`src/rtl/uart_pkg.sv`:
```
// ============================================================================
// Module      : uart_pkg
// Description : Shared UART definitions: FSM state encoding, default
//               oversampling ratio and data width. UART_TX_PARITY_EN widens
//               the state encoding to carry the PARITY state.
// Revision    : 1.0 - initial release
// ============================================================================
`default_nettype none

package uart_pkg;

  localparam int OVERSAMPLE_DEF = 16;
  localparam int DATA_W         = 8;

`ifdef UART_TX_PARITY_EN
  typedef enum logic [2:0] {
    IDLE   = 3'd0,
    START  = 3'd1,
    DATA   = 3'd2,
    PARITY = 3'd3,
    STOP   = 3'd4
  } uart_state_e;

  function automatic logic even_parity(input logic [DATA_W-1:0] d);
    return ^d;
  endfunction
`else
  typedef enum logic [1:0] {
    IDLE  = 2'd0,
    START = 2'd1,
    DATA  = 2'd2,
    STOP  = 2'd3
  } uart_state_e;
`endif

endpackage

`default_nettype wire

```
`src/rtl/uart_tx_bit_timer.sv`:
```
// ============================================================================
// Module      : uart_tx_bit_timer
// Description : Counts oversampling ticks and flags the tick that ends a bit.
// Revision    : 1.0 - initial release
// ============================================================================
`default_nettype none

module uart_tx_bit_timer #(
  parameter int OVERSAMPLE = 16
) (
  input  logic clk,
  input  logic reset,
  input  logic b_tick_i,
  input  logic enable_i,
  input  logic clear_i,
  output logic bit_end_o
);

  localparam logic [3:0] LAST_TICK = 4'(OVERSAMPLE - 1);

  logic [3:0] cnt_q, cnt_d;

  assign bit_end_o = enable_i && b_tick_i && (cnt_q == LAST_TICK);

  always_comb begin
    cnt_d = cnt_q;
    if (clear_i) begin
      cnt_d = '0;
    end else if (enable_i && b_tick_i) begin
      cnt_d = bit_end_o ? 4'd0 : cnt_q + 4'd1;
    end
  end

  always_ff @(posedge clk or posedge reset) begin
    if (reset) begin
      cnt_q <= '0;
    end else begin
      cnt_q <= cnt_d;
    end
  end

endmodule

`default_nettype wire

```
`src/rtl/uart_tx.sv`:
```
// ============================================================================
// Module      : uart_tx
// Description : 8-bit UART transmitter, LSB first, driven by a shared
//               oversampling strobe. Define UART_TX_PARITY_EN to append an
//               even-parity bit after the data bits.
// Revision    : 1.0 - initial release
// ============================================================================
`default_nettype none

module uart_tx
  import uart_pkg::*;
#(
  parameter int OVERSAMPLE = OVERSAMPLE_DEF,
  parameter int STOP_BITS  = 1
) (
  input  logic              clk,
  input  logic              reset,
  input  logic              b_tick,
  input  logic              tx_start,
  input  logic [DATA_W-1:0] tx_data,
  output logic              tx,
  output logic              tx_busy,
  output logic              tx_done
);

  localparam logic LAST_STOP = 1'(STOP_BITS - 1);

  uart_state_e       state_q, state_d;
  logic [DATA_W-1:0] shift_q, shift_d;
  logic [2:0]        bit_cnt_q, bit_cnt_d;
  logic              stop_cnt_q, stop_cnt_d;
  logic              tx_q, tx_d;
  logic              busy_q, busy_d;
  logic              done_q, done_d;
  logic              timer_clr;
  logic              bit_end;
`ifdef UART_TX_PARITY_EN
  logic              parity_q, parity_d;
`endif

  uart_tx_bit_timer #(
    .OVERSAMPLE (OVERSAMPLE)
  ) u_bit_timer (
    .clk       (clk),
    .reset     (reset),
    .b_tick_i  (b_tick),
    .enable_i  (state_q != IDLE),
    .clear_i   (timer_clr),
    .bit_end_o (bit_end)
  );

  // tx is registered from the next-state decision, so the line follows the
  // state change on the same edge without a combinational output path.
  always_comb begin
    state_d    = state_q;
    shift_d    = shift_q;
    bit_cnt_d  = bit_cnt_q;
    stop_cnt_d = stop_cnt_q;
    tx_d       = tx_q;
    busy_d     = busy_q;
    done_d     = 1'b0;
    timer_clr  = 1'b0;
`ifdef UART_TX_PARITY_EN
    parity_d   = parity_q;
`endif
    case (state_q)
      IDLE: begin
        tx_d   = 1'b1;
        busy_d = 1'b0;
        if (tx_start) begin
          state_d    = START;
          shift_d    = tx_data;
          bit_cnt_d  = '0;
          stop_cnt_d = 1'b0;
          timer_clr  = 1'b1;
          busy_d     = 1'b1;
          tx_d       = 1'b0;
`ifdef UART_TX_PARITY_EN
          parity_d   = even_parity(tx_data);
`endif
        end
      end
      START: begin
        if (bit_end) begin
          state_d   = DATA;
          bit_cnt_d = '0;
          tx_d      = shift_q[0];
        end
      end
      DATA: begin
        if (bit_end) begin
          shift_d = shift_q >> 1;
          if (bit_cnt_q == 3'd7) begin
`ifdef UART_TX_PARITY_EN
            state_d = PARITY;
            tx_d    = parity_q;
`else
            state_d = STOP;
            tx_d    = 1'b1;
`endif
          end else begin
            bit_cnt_d = bit_cnt_q + 3'd1;
            tx_d      = shift_q[1];
          end
        end
      end
`ifdef UART_TX_PARITY_EN
      PARITY: begin
        if (bit_end) begin
          state_d = STOP;
          tx_d    = 1'b1;
        end
      end
`endif
      STOP: begin
        if (bit_end) begin
          if (stop_cnt_q == LAST_STOP) begin
            state_d = IDLE;
            busy_d  = 1'b0;
            done_d  = 1'b1;
            tx_d    = 1'b1;
          end else begin
            stop_cnt_d = stop_cnt_q + 1'b1;
          end
        end
      end
      default: begin
        state_d = IDLE;
        tx_d    = 1'b1;
        busy_d  = 1'b0;
      end
    endcase
  end

  always_ff @(posedge clk or posedge reset) begin
    if (reset) begin
      state_q    <= IDLE;
      shift_q    <= '0;
      bit_cnt_q  <= '0;
      stop_cnt_q <= 1'b0;
      tx_q       <= 1'b1;
      busy_q     <= 1'b0;
      done_q     <= 1'b0;
`ifdef UART_TX_PARITY_EN
      parity_q   <= 1'b0;
`endif
    end else begin
      state_q    <= state_d;
      shift_q    <= shift_d;
      bit_cnt_q  <= bit_cnt_d;
      stop_cnt_q <= stop_cnt_d;
      tx_q       <= tx_d;
      busy_q     <= busy_d;
      done_q     <= done_d;
`ifdef UART_TX_PARITY_EN
      parity_q   <= parity_d;
`endif
    end
  end

  assign tx      = tx_q;
  assign tx_busy = busy_q;
  assign tx_done = done_q;

endmodule

`default_nettype wire

```
`config.mk`:
```
export PLATFORM = sky130hd
export DESIGN_NAME = uart_tx
export DESIGN_NICKNAME = d
export VERILOG_FILES = /design/src/rtl/uart_pkg.sv /design/src/rtl/uart_tx_bit_timer.sv /design/src/rtl/uart_tx.sv
export SDC_FILE = /design/constraint.sdc
export NUM_CORES = 1
export LEC_CHECK = 0
export CAP_MARGIN = 20
export CORE_MARGIN = 8
export CORE_UTILIZATION = 45
export CTS_CLUSTER_DIAMETER = 60
export CTS_CLUSTER_SIZE = 16
export DETAILED_ROUTE_END_ITERATION = 6
export PLACE_DENSITY = 0.73
export SLEW_MARGIN = 20
export SYNTH_ARGS = -nofsm -noshare
export SYNTH_HDL_FRONTEND = slang
export SYNTH_SLANG_ARGS = --single-unit
export TNS_END_PERCENT = 1
```
`constraint.sdc`:
```
create_clock -name clk -period 2.3 [get_ports clk]
set_clock_uncertainty 0.05 [all_clocks]
set_input_delay 0.23 -clock clk [delete_from_list [all_inputs] [get_ports clk]]
set_output_delay 0.23 -clock clk [all_outputs]
set_load 0.005 [all_outputs]
```
==> reports/qor_table.md <==
| Parameter | Value | Unit |
|---|---|---|
| Combined area of all synthesized cells | 1230 | um^2 |
| Ys async rst share | 1.00 | - |
| Placer congestion estimate | 0.834 | - |
| Upper clock frequency limit | 494 | MHz |
| Synth Net Count | 146 | - |
| Critical-path cell with the highest stage delay | sky130_fd_sc_hd__ha_1 | - |
| Buffer type at the clock tree root | sky130_fd_sc_hd__clkbuf_4 | - |
| Nets@finish | 160 | - |
| GRT overflow | 0 | - |
| Die height | 68.3 | um |
| Area share of the largest cell type after synthesis | 0.387 | - |
| FF/Latch Area | 502 | um^2 |
| Standard cell core area | 2660 | um^2 |
| Placed instance count | 166 | - |
| First-pass iteration count of the detailed router | 4 | - |
| GRT Overall Usage | 0.118 | - |
| Buffers inserted by post-CTS timing repair | 0 | - |
| Critical Path Start Type | flip-flop | - |
| CTS tree | yes | - |
| Synth Instances | 126 | - |
| Actual slew at the worst max-slew pin | 0.771 | ns |
| Area of the die | 4660 | um^2 |
| Area of the multi-input gates | 669 | um^2 |
| Overall via count from detail_route | 961 | - |
| Area Growth Syn to Fin | 14.2 | % |
| Antenna diode instance count | 0 | - |
| CTS-repair resized insts | 0 | - |
| Total clock buffers created by CTS | 3 | - |
| Switching power as a share of total power | 0.406 | - |
| Final Max Slew Viols | 0 | - |
| Critical setup path kind | reg2reg | - |
| Ratio of total power to cell area | 1180 | nW/um^2 |
| Detailed Route WL | 2.49 | mm |
| Top fanout value on the critical path | 13 | - |
| Worst rel slew slack | 0.485 | - |
| Type of element capturing the critical path | flip-flop | - |
| Hold violation total from the final report | 0 | - |
| Effective utilization at floorplan | 0.461 | - |
| Post-placement worst setup slack | 0.326 | ns |
| Count of clock tree sinks | 20 | - |
| Shortest clock period the worst path allows after layout | 2.03 | ns |
| Antenna violations before repair | 0 | - |
| Leakage power total | 0.635 | nW |
| Final worst slack | 0.275 | ns |
| Number of global-route vias before repair | 999 | - |
| Clock edge transition at the registers on the reported setup and hold paths | 0.12 | ns |
| DRC violation count after routing | 0 | - |
| First-pass GRT wire length | 4.29 | mm |
| Final core utilization | 0.527 | - |
| Setup TNS Final | 0 | ns |
| DR WL/cell | 14.6 | um |
| Mean post-synth cell area | 9.75 | um^2 |
| Hold WS | 0.307 | ns |
| Max capacitance violation total | 0 | - |
| Top FF cell, synth | sky130_fd_sc_hd__dfrtp_1 | - |
| Clock latency reported for the late side of the worst-skew pair | 0.30 | ns |
| Pint | 0.979 | mW |
| Fraction of the cycle the final worst path needs | 0.880 | - |
| Horizontal die dimension | 68.3 | um |
| CTS Buffer Depth | 2 | - |
| Endpoints failing setup | 0 | - |
| Post-route insts no fill | 170 | - |
| Detail Route Antenna Nets | 0 | - |
| DR iter-0 viols | 16 | - |
| Share of power burned in registers | 0.367 | - |
| CP arrival | 2.16 | ns |
| Post-synth top area cell | sky130_fd_sc_hd__dfrtp_1 | - |
| Result of the run | finished clean | - |
| Top Ports | 15 | - |
| Share of layout cells above drive strength 1 | 0.108 | - |
| Worst vdd ir | 0.593 | mV |
| H-tree depth | 1 | - |
| Cts-stage hold buffer count | 0 | - |
| Fill cells | 254 | - |
| Hold WC Path Type | in2async | - |
| Avg Vias per Cell | 5.65 | - |
| Sequential cell area fraction in the yosys report | 0.408 | - |
| List of cells traversed by the critical path | inv_1 > ha_1 > buf_4 > nand2_1 > or2_0 > o22ai_1 > a21oi_1 | - |
| Relative contribution of combinational cells to total power | 0.527 | - |
| Largest net degree at the start of global routing | 21 | - |
| Count of flip-flops with a built-in enable after synthesis | 0 | - |
| Cell types occupying the most area after synthesis | sky130_fd_sc_hd__dfrtp_1, sky130_fd_sc_hd__ha_1, sky130_fd_sc_hd__o21ai_0 | - |
| Post-synth cell types | 36 | - |
| Net switching power figure | 0.670 | mW |
| Required time reported for the critical path endpoint | 2.43 | ns |
| RSZ-0062 raised after global routing | false | - |
| Clk pwr share | 0.106 | - |
| Count of state elements after synthesis | 20 | - |
| Count of standard-cell rows | 19 | - |
| Post-DP HPWL | 1.91 | mm |
| Port bufs | 14 | - |
| Crit path largest cell delay | 0.46 | ns |
| Number of warnings issued by yosys | 0 | - |
==> state kept, by name (all words and copies together) (netlist names) <==
| signal | count |
|---|---|
| tx | 1 |
| shift_q | 8 |
| state_q | 2 |
| bit_cnt_q | 3 |
| u_bit_timer.cnt_q | 4 |
| tx_busy | 1 |
| tx_done | 1 |
==> synth_stat cells, drive strengths merged (3+ instances only) <==
cell type	n
a211oi	3
a21o	3
a21oi	6
a22o	3
a31oi	4
buf	6
dfrtp	19
ha	8
inv	3
mux2i	3
nand2	12
nand2b	3
nand3	7
nor2	9
nor3	5
o21ai	9
o22ai	7
==> path summary, 6_finish.rpt <==
check | start | to | slack [ns] | cells after the start
max reg2reg | state_q[0] | shift_q[1] | 0.27 | 7
max | state_q[0] | shift_q[1] | 0.27 | 7
min | reset | shift_q[0] | 0.31 | 2
min in group clk | tx_data[7] | shift_q[7] | 0.41 | 3
min reg2reg | tx | tx | 0.46 | 2
max in group asynchronous | reset | state_q[0] | 1.41 | 2
==> area by class of cell <==
type                    instances  share of cell area
multi-input cells              96               0.477
clock buffers                   4              0.0187
flip-flops and latches         20               0.358
repair buffers                 16               0.111
inverters                       3             0.00803
well taps                      31              0.0277
==> power groups by stage <==
stage / clock [mW] / sequential, mW / combinational [mW]
after floorplan: 0 / 0.581 / 0.708
after global placement: 0 / 0.603 / 0.844
after detailed placement: 0 / 0.612 / 0.869
after CTS: 0.179 / 0.606 / 0.874
after global routing: 0.195 / 0.630 / 0.967
final: 0.175 / 0.606 / 0.869
==> routing by layer <==
metal,track usage,vias up,part of all wire
met1,0.150,454,0.50
met5,0,-,0
li1,-,486,-
met4,0.0281,0,0.0048
met3,0.0327,2,0.042
met2,0.193,19,0.45
==> placed cells by master, fill, tap and decap left out, drive strengths merged, types with 4 or more instances in the layout <==
| cell type | synthesis | layout |
|---|---|---|
| nand2 | 12 | 12 |
| o22ai | 7 | 7 |
| nand3 | 7 | 7 |
| ha | 8 | 8 |
| clkdlybuf4s50 | 0 | 14 |
| dfrtp | 19 | 19 |
| o21ai | 9 | 9 |
| a21oi | 6 | 6 |
| a31oi | 4 | 4 |
| nor2 | 9 | 9 |
| clkbuf | 1 | 4 |
| nor3 | 5 | 5 |
==> critical path: cells and delay by family, from the launching register on <==
kind	cells	cell delay (ns)
simple gates	2	0.37
buf+inv	2	0.36
fa+ha+maj	1	0.46
compound gates	2	0.25
flops	1	0.42
==> metrics by stage <==
| step | power [mW] | area [um^2] |
|---|---|---|
| finish | 1.65 | 1400 |
| global route | 1.79 | 1400 |
| CTS | 1.66 | 1400 |
| detailed placement | 1.48 | 1380 |
| global placement | 1.45 | 1380 |
| floorplan | 1.29 | 1230 |
==> cells by family after synthesis <==
group / Yosys count / share of synthesized area
fa+ha+maj: 8 / 0.0815
buf+inv: 10 / 0.0468
compound gates: 39 / 0.218
flops: 20 / 0.408
simple gates: 45 / 0.209
mux: 4 / 0.0367
Power figures use the tool's default switching activity.
